**src/rtl/mux_32to1_pkg.sv**
```systemverilog
`default_nettype none
// +----------------------------------------------------------------------------+
// | Module      : mux_32to1_pkg                                                 |
// | Description : Shared sizes and types for the registered 32:1 bit mux.      |
// |               N_IN  - number of data lanes (32 is the only supported size) |
// |               SEL_W - select width, derived from N_IN                      |
// | Revision    : 1.0 - initial release                                         |
// +----------------------------------------------------------------------------+
package mux_32to1_pkg;

  localparam int N_IN  = 32;
  localparam int SEL_W = $clog2(N_IN);

  typedef logic [N_IN-1:0]  mux_data_t;
  typedef logic [SEL_W-1:0] mux_sel_t;

endpackage : mux_32to1_pkg
`default_nettype wire

```
**src/rtl/mux_32to1_reg_if.sv**
```systemverilog
`default_nettype none
// +----------------------------------------------------------------------------+
// | Module      : mux_32to1_reg_if                                              |
// | Description : Bus bundle between a mux user (master) and the registered    |
// |               32:1 mux (slave).                                            |
// |               data_i  - 32 data lanes, bit k is input k                    |
// |               sel_i   - binary lane select                                 |
// |               valid_i - qualifies data_i/sel_i for capture                 |
// |               out_o   - registered selected bit                            |
// |               valid_o - high when out_o holds a fresh result               |
// |               out_comb_o - combinational selected bit, present only when   |
// |                            MUX_32TO1_COMB_OUT_EN is defined                |
// | Revision    : 1.0 - initial release                                         |
// +----------------------------------------------------------------------------+
interface mux_32to1_reg_if;
  import mux_32to1_pkg::*;

  mux_data_t data_i;
  mux_sel_t  sel_i;
  logic      valid_i;
  logic      out_o;
  logic      valid_o;
`ifdef MUX_32TO1_COMB_OUT_EN
  logic      out_comb_o;
`endif

  modport master (
    output data_i,
    output sel_i,
    output valid_i,
`ifdef MUX_32TO1_COMB_OUT_EN
    input  out_comb_o,
`endif
    input  out_o,
    input  valid_o
  );

  modport slave (
    input  data_i,
    input  sel_i,
    input  valid_i,
`ifdef MUX_32TO1_COMB_OUT_EN
    output out_comb_o,
`endif
    output out_o,
    output valid_o
  );

endinterface : mux_32to1_reg_if
`default_nettype wire

```
**src/rtl/mux_32to1_comb.sv**
```systemverilog
`default_nettype none
// +----------------------------------------------------------------------------+
// | Module      : mux_32to1_comb                                                |
// | Description : Purely combinational 32:1 single-bit mux built as a tree of  |
// |               2:1 stages, one level per select bit, LSB first.             |
// |               data_i - data lanes                                          |
// |               sel_i  - binary lane select                                  |
// |               out_o  - data_i[sel_i]                                       |
// | Revision    : 1.0 - initial release                                         |
// +----------------------------------------------------------------------------+
module mux_32to1_comb
  import mux_32to1_pkg::*;
(
  input  mux_data_t data_i,
  input  mux_sel_t  sel_i,
  output logic      out_o
);

  // All tree levels packed into one vector: level l starts at offset
  // 2*N_IN - (2*N_IN >> l) and holds N_IN >> l nodes; the root is the top bit.
  logic [2*N_IN-2:0] w_node;

  assign w_node[N_IN-1:0] = data_i;

  genvar l, j;
  generate
    for (l = 0; l < SEL_W; l++) begin : g_level
      localparam int C_IN_BASE  = 2*N_IN - ((2*N_IN) >> l);
      localparam int C_OUT_BASE = 2*N_IN - ((2*N_IN) >> (l+1));
      for (j = 0; j < (N_IN >> (l+1)); j++) begin : g_node
        assign w_node[C_OUT_BASE+j] = sel_i[l] ? w_node[C_IN_BASE+2*j+1]
                                               : w_node[C_IN_BASE+2*j];
      end
    end
  endgenerate

  assign out_o = w_node[2*N_IN-2];

endmodule : mux_32to1_comb
`default_nettype wire

```
**src/rtl/mux_32to1_reg.sv**
```systemverilog
`default_nettype none
// +----------------------------------------------------------------------------+
// | Module      : mux_32to1_reg                                                 |
// | Description : Registered 32:1 single-bit mux with valid qualifier.         |
// |               A captured sample appears on out_o/valid_o one clock later;  |
// |               without valid_i, out_o holds and valid_o drops.              |
// |               clk_i - clock, rising edge                                   |
// |               rst_i - synchronous active-high reset                        |
// |               bus   - mux_32to1_reg_if slave modport                       |
// |               Optional: MUX_32TO1_COMB_OUT_EN adds bus.out_comb_o, the     |
// |               unregistered select result.                                  |
// | Revision    : 1.0 - initial release                                         |
// +----------------------------------------------------------------------------+
module mux_32to1_reg
  import mux_32to1_pkg::*;
#(
  parameter logic RST_VAL = 1'b0
)(
  input  logic             clk_i,
  input  logic             rst_i,
  mux_32to1_reg_if.slave   bus
);

  logic w_sel_bit;
  logic out_d,   out_q;
  logic valid_d, valid_q;

  mux_32to1_comb u_comb (
    .data_i (bus.data_i),
    .sel_i  (bus.sel_i),
    .out_o  (w_sel_bit)
  );

  always_comb begin
    out_d   = out_q;
    valid_d = 1'b0;
    if (bus.valid_i) begin
      out_d   = w_sel_bit;
      valid_d = 1'b1;
    end
  end

  always_ff @(posedge clk_i) begin
    if (rst_i) begin
      out_q   <= RST_VAL;
      valid_q <= 1'b0;
    end else begin
      out_q   <= out_d;
      valid_q <= valid_d;
    end
  end

  assign bus.out_o   = out_q;
  assign bus.valid_o = valid_q;

`ifdef MUX_32TO1_COMB_OUT_EN
  assign bus.out_comb_o = w_sel_bit;
`endif

endmodule : mux_32to1_reg
`default_nettype wire

```
**src/flat_wrapper.sv**
```systemverilog
// flat-port wrapper written by rule: the top's interface ports become plain ports
module mux_32to1_reg_flat import mux_32to1_pkg::*;
#(
  parameter logic RST_VAL = 1'b0
)
  (clk_i, rst_i, bus_data_i, bus_sel_i, bus_valid_i, bus_out_o, bus_valid_o);
  mux_32to1_reg_if bus_i ();
  input  logic clk_i;
  input  logic rst_i;
  input wire logic [$bits(bus_i.data_i)-1:0] bus_data_i;
  input wire logic [$bits(bus_i.sel_i)-1:0] bus_sel_i;
  input wire logic [$bits(bus_i.valid_i)-1:0] bus_valid_i;
  output wire logic [$bits(bus_i.out_o)-1:0] bus_out_o;
  output wire logic [$bits(bus_i.valid_o)-1:0] bus_valid_o;
  assign bus_i.data_i = bus_data_i;
  assign bus_i.sel_i = bus_sel_i;
  assign bus_i.valid_i = bus_valid_i;
  assign bus_out_o = bus_i.out_o;
  assign bus_valid_o = bus_i.valid_o;
  mux_32to1_reg #(.RST_VAL(RST_VAL)) u_core (.clk_i(clk_i), .rst_i(rst_i), .bus(bus_i));
endmodule
```
**config.mk**
```make
export PLATFORM = sky130hd
export DESIGN_NAME = mux_32to1_reg_flat
export DESIGN_NICKNAME = d
export VERILOG_FILES = /design/src/rtl/mux_32to1_pkg.sv /design/src/rtl/mux_32to1_reg_if.sv /design/src/rtl/mux_32to1_comb.sv /design/src/rtl/mux_32to1_reg.sv /design/src/flat_wrapper.sv
export SDC_FILE = /design/constraint.sdc
export NUM_CORES = 1
export LEC_CHECK = 0
export CAP_MARGIN = 40
export CORE_AREA = 2 2 40 42
export CTS_CLUSTER_DIAMETER = 80
export CTS_CLUSTER_SIZE = 16
export DETAILED_ROUTE_END_ITERATION = 8
export DIE_AREA = 0 0 42 44
export GPL_ROUTABILITY_DRIVEN = 0
export PLACE_DENSITY = 0.81
export SLEW_MARGIN = 25
export SYNTH_ARGS = -nofsm -noshare
export SYNTH_HDL_FRONTEND = slang
export SYNTH_SLANG_ARGS = --single-unit
```
**constraint.sdc**
```tcl
create_clock -name clk_i -period 3.3 [get_ports clk_i]
set_input_delay 0.825 -clock clk_i [delete_from_list [all_inputs] [get_ports clk_i]]
set_output_delay 0.825 -clock clk_i [all_outputs]
set_load 0.005 [all_outputs]
```
Word level (Yosys, flattened, before mapping)

Index checks and enable logic that the tools add are counted.

Register bits after elaboration: 2
Word-level logic and storage cells: 34
Input bits: 40
Output and inout port bits: 2

Mux-type cells: 32

Operator list:

| operator | number |
|---|---|
| $mux W1  | 32 |

Longest topological paths before layout

Gate-level depths: netlist of the first run.

Depth in word-level cells: 5
Depth in mapped cells: 7
Gate-level depth less buffers: 5

By module

From an unflattened synthesis of the first run, not the netlist that was laid out.

Cells, all modules: 46
Area, all modules: 385.4 um2

By module, submodules not included:

| module         | cells an instance | sequential area each (um2) | times used | area each (um2) |
|---|---|---|---|---|
| mux_32to1_comb | 41                | 0.0                        | 1          | 325.3 |
| mux_32to1_reg  | 5                 | 40.0                       | 1          | 60.1 |

Worst setup path before layout of the first run

OpenSTA, ideal clock, no wires.

Path type: in2reg
Start: input bus_sel_i[0]
End: register u_core.out_q (netlist: u_core.bus.out_o)
Setup time: 0.091 ns
Data arrival time: 1.764 ns
Path buffers: 2
Data required time: 3.209 ns
Path slack: 1.445 ns
Cell stages on the path: 7
Path through: buf_6 -> buf_12 -> mux2i_1 -> a22oi_2 -> nand3_1 -> and3_1 -> a311oi_1

Longest elaborated chain between the ends: 5
Elaborated cells on any way between the ends: 31
Classes of those cells: 31 x mux

RTL lines:

| element              | RTL line             | RTL |
|---|---|---|
| from (decl)          | flat_wrapper.sv:11   | `input wire logic [$bits(bus_i.sel_i)-1:0] bus_sel_i;` |
| $mux W1 (4 in a row) | mux_32to1_comb.sv:31 | `assign w_node[C_OUT_BASE+j] = sel_i[l] ? w_node[C_IN_BASE+2*j+1]` |
| $mux W1 *            | mux_32to1_comb.sv:31 |  |
| to (signal assigned) | mux_32to1_reg.sv:48  | `out_q <= out_d;` |
| to (decl)            | mux_32to1_reg.sv:25  | `logic out_d, out_q;` |

Every way passes the cells marked *; elsewhere a longest branch is shown, timed or not.
A chain may end at the register's enable or synchronous reset.

Worst setup path after layout of the first run

Ends and elaborated chain as after synthesis.

==> flow_summary.toml, run 1 <==
[layout]
synthToLayoutAreaGrowth_pct = 110.6
antenna_cells = 0
drive_gt1_frac = 0.05556
fillCellCount = 136
design_area_um2 = 817.0
layout.nets = 132

[route]
ant_nets = 0
via_count = 503
drc = 0
totalWireLength_um = 1203
wl_per_cell_um = 11.35
vias_per_cell = 4.745
initialDrtViolationCount = 1
first_pass_iters = 2

[global_route]
grt_pass1_vias = 525
grt_pass1_wl_um = 2125
grt_max_degree = 13
antenna_found_initial = 0
grt-ovfl-total = 0
grtUsageTotal = 0.1510

[yosys]
ys_types = 16
synth.avg_cell_area_um2 = 8.253
ys_ff_latch = 2
synth_fp_nets = 87
synth_cells = 47
ys_seq_area_frac = 0.1032
synth.cell_area_um2 = 387.9
synth_warnings = 0

[floorplan]
fp.dieW_um = 42
die_h_um = 44
core_area_um2 = 1419
rows = 14
ios = 42
die-area_um2 = 1848
start_util = 0.2734

[critical_path]
critical_path_class = "input port to flip-flop"
path_cells = "clkdlybuf4s50_1 > mux2i_1 > a211oi_1 > nand3_1 > and3_1 > a311oi_1"
worstPathMaxFanout = 12
critPathLaunchType = "input port"
required_ns = 3.42
crit_slowest_cell = "clkdlybuf4s50_1"
cp_slowest_stage_delay_ns = 0.88
cp.arrival_ns = 2.65
critPathCaptureType = "flip-flop"

[placement]
dpl.hpwl_um = 1102
place_area_um2 = 794.5
port_buffers = 41

[sta]
setup_tns_ns = 0
finalSetupViolations = 0
hold_viol_final = 0
min_period_over_period = 0.7669
layout_min_cycle_time_ns = 2.531
drv_slew = 0
max_slew_margin = 0.5692
skew_ns = 0
rsz0062_at_grt = "no"
worst_pin_slew_ns = 0.6442
fmax_ghz = 0.3951

[pwr]
power_uw = 164.0
powerDensity_nw_per_um2 = 200.8
p_leak_uw = 0.0003376
vdd.ir_drop.worst_mv = 0.06599

[clocking]
ctsRootBufferMaster = "clkbuf_4"
cts_num_sinks = 2
cts_hold_buf = 0
clk_path_buf_depth = 2
h-tree-depth = 1
postCtsSetupRepairBufs = 0
numCtsBuffers = 3
clock_latency_ns = 0.22
cts.clk_slew.worst_paths_ns = 0.03
tritoncts = "yes"
cts_resized = 0

[worst_hold_path]
min_path_type = "flip-flop to flip-flop"

[flow_run]
cap_violations = 0

[outcome]
status = "completed"
-- per-layer routing --
layer | vias to the layer above | share of wire | GRT usage
met5 | - | 0 | 0
met4 | 0 | 0 | 0.06452
met3 | 0 | 0.094 | 0.07083
met2 | 22 | 0.54 | 0.2844
met1 | 218 | 0.37 | 0.1393
li1 | 263 | - | -
-- cells by family (layout without fill, tap and decap cells) --
family	count (synthesis)	count (layout)	share of synthesized area
and+or+nand+nor	18	18	0.2323
buffers and inverters	2	45	0.08065
DFF	2	2	0.1032
muxes	16	16	0.4129
AOI/OAI and AO/OA	9	9	0.1710
-- final cells by class --
cell class	instances	area [µm²]	area share
clock buffer	3	22.52	0.02757
multi-input combinational	43	316.6	0.3874
sequential	2	40.04	0.04900
tap	16	20.02	0.02450
timing repair buffer	42	417.9	0.5115
-- Yosys cell counts, drive strengths merged --
library cell	number	area, µm²
a311oi	1	8.760
nand2b	2	12.51
nor2b	3	18.77
nor2	2	7.510
buf	2	31.28
nand2	5	18.77
mux2i	16	160.2
nand3	4	20.02
a211oi	1	7.510
and3	1	6.260
a21oi	3	15.01
and2	1	6.260
a22oi	4	35.03
dfxtp	2	40.04
-- stage by stage --
| stage | hold slack (ns) | utilization | instances | setup WS [ns] |
|---|---|---|---|---|
| 6_report | 0.5064 | 0.5758 | 106 | 0.7691 |
| 3_3_place_gp | 0.4963 | 0.5600 | 103 | 0.6218 |
| 5_1_grt | 0.5525 | 0.5758 | 106 | 0.6279 |
| 3_5_place_dp | 0.5053 | 0.5600 | 103 | 0.5216 |
| 2_1_floorplan | 0.4870 | - | 47 | 1.445 |
| 4_1_cts | 0.5092 | 0.5758 | 106 | 0.7458 |
-- cells in the final DEF, fill, tap and decap left out --
| cell | netlist | routed |
|---|---|---|
| a22oi_2 | 1 | 1 |
| nor2b_1 | 3 | 3 |
| mux2i_1 | 16 | 16 |
| dfxtp_1 | 2 | 2 |
| a21oi_1 | 3 | 3 |
| a311oi_1 | 1 | 1 |
| nand2b_1 | 2 | 2 |
| clkdlybuf4s50_1 | 0 | 41 |
| nor2_1 | 2 | 2 |
| a22oi_1 | 3 | 3 |
| nand2_1 | 5 | 5 |
| and3_1 | 1 | 1 |
| a211oi_1 | 1 | 1 |
| nand3_1 | 4 | 4 |
| clkbuf_4 | 0 | 3 |
| and2_1 | 1 | 1 |
| buf_4 | 0 | 1 |
-- state kept, by name, summed over array words and instances, names as in the netlist --
name and cells:
u_core.bus.out_o 1, u_core.bus.valid_o 1
-- final timing paths --
check                                 startpoint  cells past startpoint          endpoint  slack [ns]
worst min register to register  u_core.bus.out_o                      2  u_core.bus.out_o        0.51
worst min-delay path            u_core.bus.out_o                      2  u_core.bus.out_o        0.51
worst max-delay path                bus_sel_i[0]                      6  u_core.bus.out_o        0.77
worst max register to register  u_core.bus.out_o                      2  u_core.bus.out_o        2.62
-- critical path, delay by kind of cell --
family | cells | cell delay [ns]
buffers and inverters | 1 | 0.88
AO/OA/AOI/OAI | 2 | 0.50
AND/OR/NAND/NOR | 2 | 0.27
multiplexers | 1 | 0.18
-- power breakdown --
group / switching (µW) / internal, µW / total (µW)
clock network: 11.5 / 39.9 / 51.4
logic: 25.4 / 60.5 / 85.8
registers: 0.646 / 26.1 / 26.8
total: 37.5 / 127 / 164
(Power assumes the default switching activity.)
==> run 2, diff against run 1 <==
--- a/config.mk
+++ b/config.mk
@@ -6,13 +6,13 @@
 export NUM_CORES = 1
 export LEC_CHECK = 0
 export CAP_MARGIN = 40
-export CORE_AREA = 2 2 40 42
+export CORE_AREA = 2 2 41 43
 export CTS_CLUSTER_DIAMETER = 80
 export CTS_CLUSTER_SIZE = 16
 export DETAILED_ROUTE_END_ITERATION = 8
-export DIE_AREA = 0 0 42 44
+export DIE_AREA = 0 0 43 45
 export GPL_ROUTABILITY_DRIVEN = 0
-export PLACE_DENSITY = 0.81
+export PLACE_DENSITY = 0.78
 export SLEW_MARGIN = 25
 export SYNTH_ARGS = -nofsm -noshare
 export SYNTH_HDL_FRONTEND = slang
==> constraint.sdc (replaced) <==
create_clock -name clk_i -period 2.58 [get_ports clk_i]
set_input_delay 0.645 -clock clk_i [delete_from_list [all_inputs] [get_ports clk_i]]
set_output_delay 0.645 -clock clk_i [all_outputs]
set_load 0.005 [all_outputs]
==> flow_summary.toml, run 2 (synthesized netlist as in run 1, its figures left out) <==
[pwr]
p_leak_uw = 0.0003376
power_uw = 214.3
vdd.ir_drop.worst_mv = 0.1177
powerDensity_nw_per_um2 = 262.3

[layout]
layout.nets = 132
final_cell_mix = "41 x clkdlybuf4s50_1, 16 x mux2i_1, 5 x nand2_1"
antenna_cells = 0
design_area_um2 = 817.0
layout_commonest_cell = "clkdlybuf4s50_1"
final_util = 0.5553
regArea_um2 = 40.04
synthToLayoutAreaGrowth_pct = 110.6
fillCellCount = 148
multi_input_area_um2 = 316.6
drive_gt1_frac = 0.05556

[global_route]
grt-ovfl-total = 0
grtUsageTotal = 0.1281
grt_max_degree = 17
antenna_found_initial = 0
grt_pass1_vias = 518
grt_pass1_wl_um = 1897

[clocking]
cts.clk_slew.worst_paths_ns = 0.03
clk_path_buf_depth = 2
cts_resized = 0
ctsRootBufferMaster = "clkbuf_4"
cts_num_sinks = 2
numCtsBuffers = 3
cts_hold_buf = 0
postCtsSetupRepairBufs = 0
tritoncts = "yes"
clock_latency_ns = 0.22
h-tree-depth = 1

[route]
via_count = 491
ant_nets = 0
first_pass_iters = 4
wl_per_cell_um = 11.33
drc = 0
initialDrtViolationCount = 5
vias_per_cell = 4.632
totalWireLength_um = 1201

[placement]
port_buffers = 41
place_area_um2 = 794.5
dpl.hpwl_um = 1021

[sta]
layout_min_cycle_time_ns = 2.080
hold_viol_final = 0
min_period_over_period = 0.8061
timing.hold.ws_ns = 0.4942
skew_ns = 0
rsz0062_at_grt = "no"
finalSetupViolations = 0
drv_slew = 0
setup_tns_ns = 0
fmax_ghz = 0.4808
max_slew_margin = 0.7728
worst_pin_slew_ns = 0.3402

[critical_path]
required_ns = 2.71
rr_endpoint = "u_core.bus.out_o"
critPathLaunchType = "input port"
regToRegSetupSlack_ns = 1.91
r2r_cells = 2
critical_path_class = "input port to flip-flop"
cp.arrival_ns = 2.21
worstPathMaxFanout = 16
critPathCaptureType = "flip-flop"
regToRegStartpoint = "u_core.bus.out_o"

[floorplan]
rows = 14
die-area_um2 = 1935
ios = 42
fp.dieW_um = 43
die_h_um = 45
core_area_um2 = 1471
start_util = 0.2636

[flow_run]
cap_violations = 0

[worst_hold_path]
hp-start = "u_core.bus.out_o"
hold_depth = 2
hold_end = "u_core.bus.out_o"
min_path_type = "flip-flop to flip-flop"

[outcome]
status = "completed"
run 2: cell counts in the layout (fill, tap and decap cells not counted):
Identical to the previous run, type by type.
run 2: how the worst max path moves through the flow:
stage | startpoint | endpoint | cells after the start
after floorplan | bus_sel_i[0] | u_core.bus.out_o | 7
after global placement | bus_sel_i[0] | u_core.bus.out_o | 7
after detailed placement | bus_sel_i[0] | u_core.bus.out_o | 7
after CTS | bus_sel_i[0] | u_core.bus.out_o | 7
after global routing | bus_sel_i[0] | u_core.bus.out_o | 7
final | bus_sel_i[0] | u_core.bus.out_o | 7
run 2: metrics by stage:
step,cells,setup WS [ns]
floorplan,47,0.9047
global placement,103,0.2943
detailed placement,103,0.2560
CTS,106,0.4888
global route,106,0.3798
finish,106,0.5003
run 2: layout make-up:
type,instances,area share
repair buffers,42,0.5115
multi-input cells,43,0.3874
flip-flops and latches,2,0.04900
clock buffers,3,0.02757
well taps,16,0.02450
run 2: power breakdown:
group / total [µW] / leakage [µW] / internal, µW / switching (µW)
combinational: 109 / 0.000307 / 77.2 / 32.1
sequential: 34.2 / 0.0000167 / 33.4 / 0.810
clock: 70.8 / 0.0000138 / 51.5 / 19.4
total: 214 / 0.000338 / 162 / 52.3
run 2: worst max-delay path: stages:
cell	delay, ns
clkdlybuf4s50_1	0.45
buf_4	0.26
mux2i_1	0.11
a211oi_1	0.23
nand3_1	0.09
and3_1	0.18
a311oi_1	0.23
run 2: per-layer routing:
layer / share of wire / vias to the layer above / global-route usage
met2: 0.53 / 21 / 0.2606
met1: 0.39 / 206 / 0.1280
met4: 0 / 0 / 0.05455
met3: 0.083 / 0 / 0.02000
met5: 0 / - / 0
li1: - / 264 / -
==> run 3, diff against run 2 <==
==> constraint.sdc (replaced) <==
create_clock -name clk_i -period 2.1 [get_ports clk_i]
set_input_delay 0.525 -clock clk_i [delete_from_list [all_inputs] [get_ports clk_i]]
set_output_delay 0.525 -clock clk_i [all_outputs]
set_load 0.005 [all_outputs]
==> flow_summary.toml, run 3 (synthesized netlist as in run 1, its figures left out) <==
[floorplan]
ios = 42
fp.dieW_um = 43
start_util = 0.2636
rows = 14
core_area_um2 = 1471
die_h_um = 45
die-area_um2 = 1935

[placement]
port_buffers = 41
place_area_um2 = 814.5
dp.cells = 104
dpl.hpwl_um = 1098

[pwr]
switching_share = 0.2568
clkPwrFrac = 0.333
vdd.ir_drop.worst_mv = 0.1322
internal_power_uw = 203.1
combPwrFrac = 0.513
powerDensity_nw_per_um2 = 326.5
p_leak_uw = 0.0003470
seqPwrFrac = 0.154
p_switching_uw = 70.20

[layout]
final_cells = 107
multi_input_area_um2 = 316.6
regArea_um2 = 40.04
fillCellCount = 137
layout.nets = 133
final_cell_mix = "41 x clkdlybuf4s50_1, 16 x mux2i_1, 5 x nand2_1"
design_area_um2 = 837.1
antenna_cells = 0
layout_commonest_cell = "clkdlybuf4s50_1"
synthToLayoutAreaGrowth_pct = 115.8
drive_gt1_frac = 0.06593

[route]
wl_per_cell_um = 11.96
totalWireLength_um = 1280
vias_per_cell = 4.794
ant_nets = 0
drc = 0
via_count = 513
first_pass_iters = 2
initialDrtViolationCount = 1

[critical_path]
cp.arrival_ns = 2.03
critPathLaunchType = "input port"
cp_slowest_stage_delay_ns = 0.51
path_cells = "clkdlybuf4s50_1 > buf_12 > mux2i_1 > a211oi_1 > nand3_1 > and3_1 > a311oi_1"
worstPathMaxFanout = 11
required_ns = 2.23
critPathCaptureType = "flip-flop"
regToRegSetupSlack_ns = 1.40
crit_start = "bus_sel_i[0]"
critical_path_class = "input port to flip-flop"
rr_endpoint = "u_core.bus.out_o"
regToRegStartpoint = "u_core.bus.out_o"
endpoint = "u_core.bus.out_o"
r2r_cells = 2
crit_slowest_cell = "clkdlybuf4s50_1"

[sta]
skew_ns = 0
hold_viol_final = 0
drv_slew = 0
max_slew_margin = 0.7837
min_period_over_period = 0.9043
fmax_ghz = 0.5266
rsz0062_at_grt = "no"
worst_pin_slew_ns = 0.3238
layout_min_cycle_time_ns = 1.899
finalSetupViolations = 0

[clocking]
ctsRootBufferMaster = "clkbuf_4"
cts.clk_slew.worst_paths_ns = 0.03
clock_latency_ns = 0.23
tritoncts = "yes"
numCtsBuffers = 3
cts_hold_buf = 0
h-tree-depth = 1
clk_path_buf_depth = 2
cts_resized = 0
postCtsSetupRepairBufs = 0
cts_num_sinks = 2

[global_route]
grt_pass1_vias = 576
antenna_found_initial = 0
grtUsageTotal = 0.1474
grt_max_degree = 12
grt_pass1_wl_um = 2173
grt-ovfl-total = 0

[outcome]
status = "completed"

[worst_hold_path]
min_path_type = "flip-flop to flip-flop"

[flow_run]
cap_violations = 0
==> run 3: changes by cell type in the layout (fill, tap and decap cells not counted) <==
cell    delta
buf_12     +1
==> run 3: how the worst min path moves through the flow <==
stage / slack (ns) / depth (start not counted) / startpoint / end
after floorplan: 0.49 / 2 / u_core.bus.out_o / u_core.bus.out_o
after global placement: 0.49 / 2 / u_core.bus.out_o / u_core.bus.out_o
after detailed placement: 0.50 / 2 / u_core.bus.out_o / u_core.bus.out_o
after CTS: 0.51 / 2 / u_core.bus.out_o / u_core.bus.out_o
after global routing: 0.56 / 2 / u_core.bus.out_o / u_core.bus.out_o
final: 0.50 / 2 / u_core.bus.out_o / u_core.bus.out_o
==> run 3: power groups by stage <==
stage	Sequential, µW	Combinational [µW]	Clock (µW)
after floorplan	42.9	52.9	0
after global placement	42.5	139	0
after detailed placement	42.7	141	0
after CTS	42.1	142	91.1
after global routing	42.4	153	92.6
final	42.2	140	91.0
==> run 3: metal layers <==
metal  track usage  vias to the layer above  part of all wire
met1        0.1522                      223              0.39
met3       0.01200                        2             0.073
met5             0                        -                 0
li1              -                      267                 -
met2        0.2970                       21              0.53
met4       0.07273                        0            0.0078
==> run 3: final cells by class <==
class | instances | share of cell area
clock buffers | 3 | 0.02691
multi-input cells | 43 | 0.3782
flip-flops and latches | 2 | 0.04783
well taps | 16 | 0.02392
repair buffers | 43 | 0.5232
==> run 3: critical path: cells and delay by family <==
kind                   cells  cell delay, ns
multiplexers               1            0.07
AND/OR/NAND/NOR            2            0.28
buffers and inverters      2            0.66
AO/OA/AOI/OAI              2            0.48
==> run 3: stage by stage <==
| stage | hold slack (ns) | setup slack (ns) | TNS (ns) | power (µW) | utilization |
|---|---|---|---|---|---|
| floorplan | 0.4870 | 0.5447 | 0 | 95.73 | - |
| global placement | 0.4898 | 0.02887 | 0 | 181.7 | 0.5536 |
| detailed placement | 0.5047 | -0.03393 | -0.03393 | 183.8 | 0.5536 |
| CTS | 0.5087 | 0.1819 | 0 | 274.9 | 0.5689 |
| global route | 0.5560 | 0.07428 | 0 | 287.7 | 0.5689 |
| finish | 0.5043 | 0.2009 | 0 | 273.3 | 0.5689 |
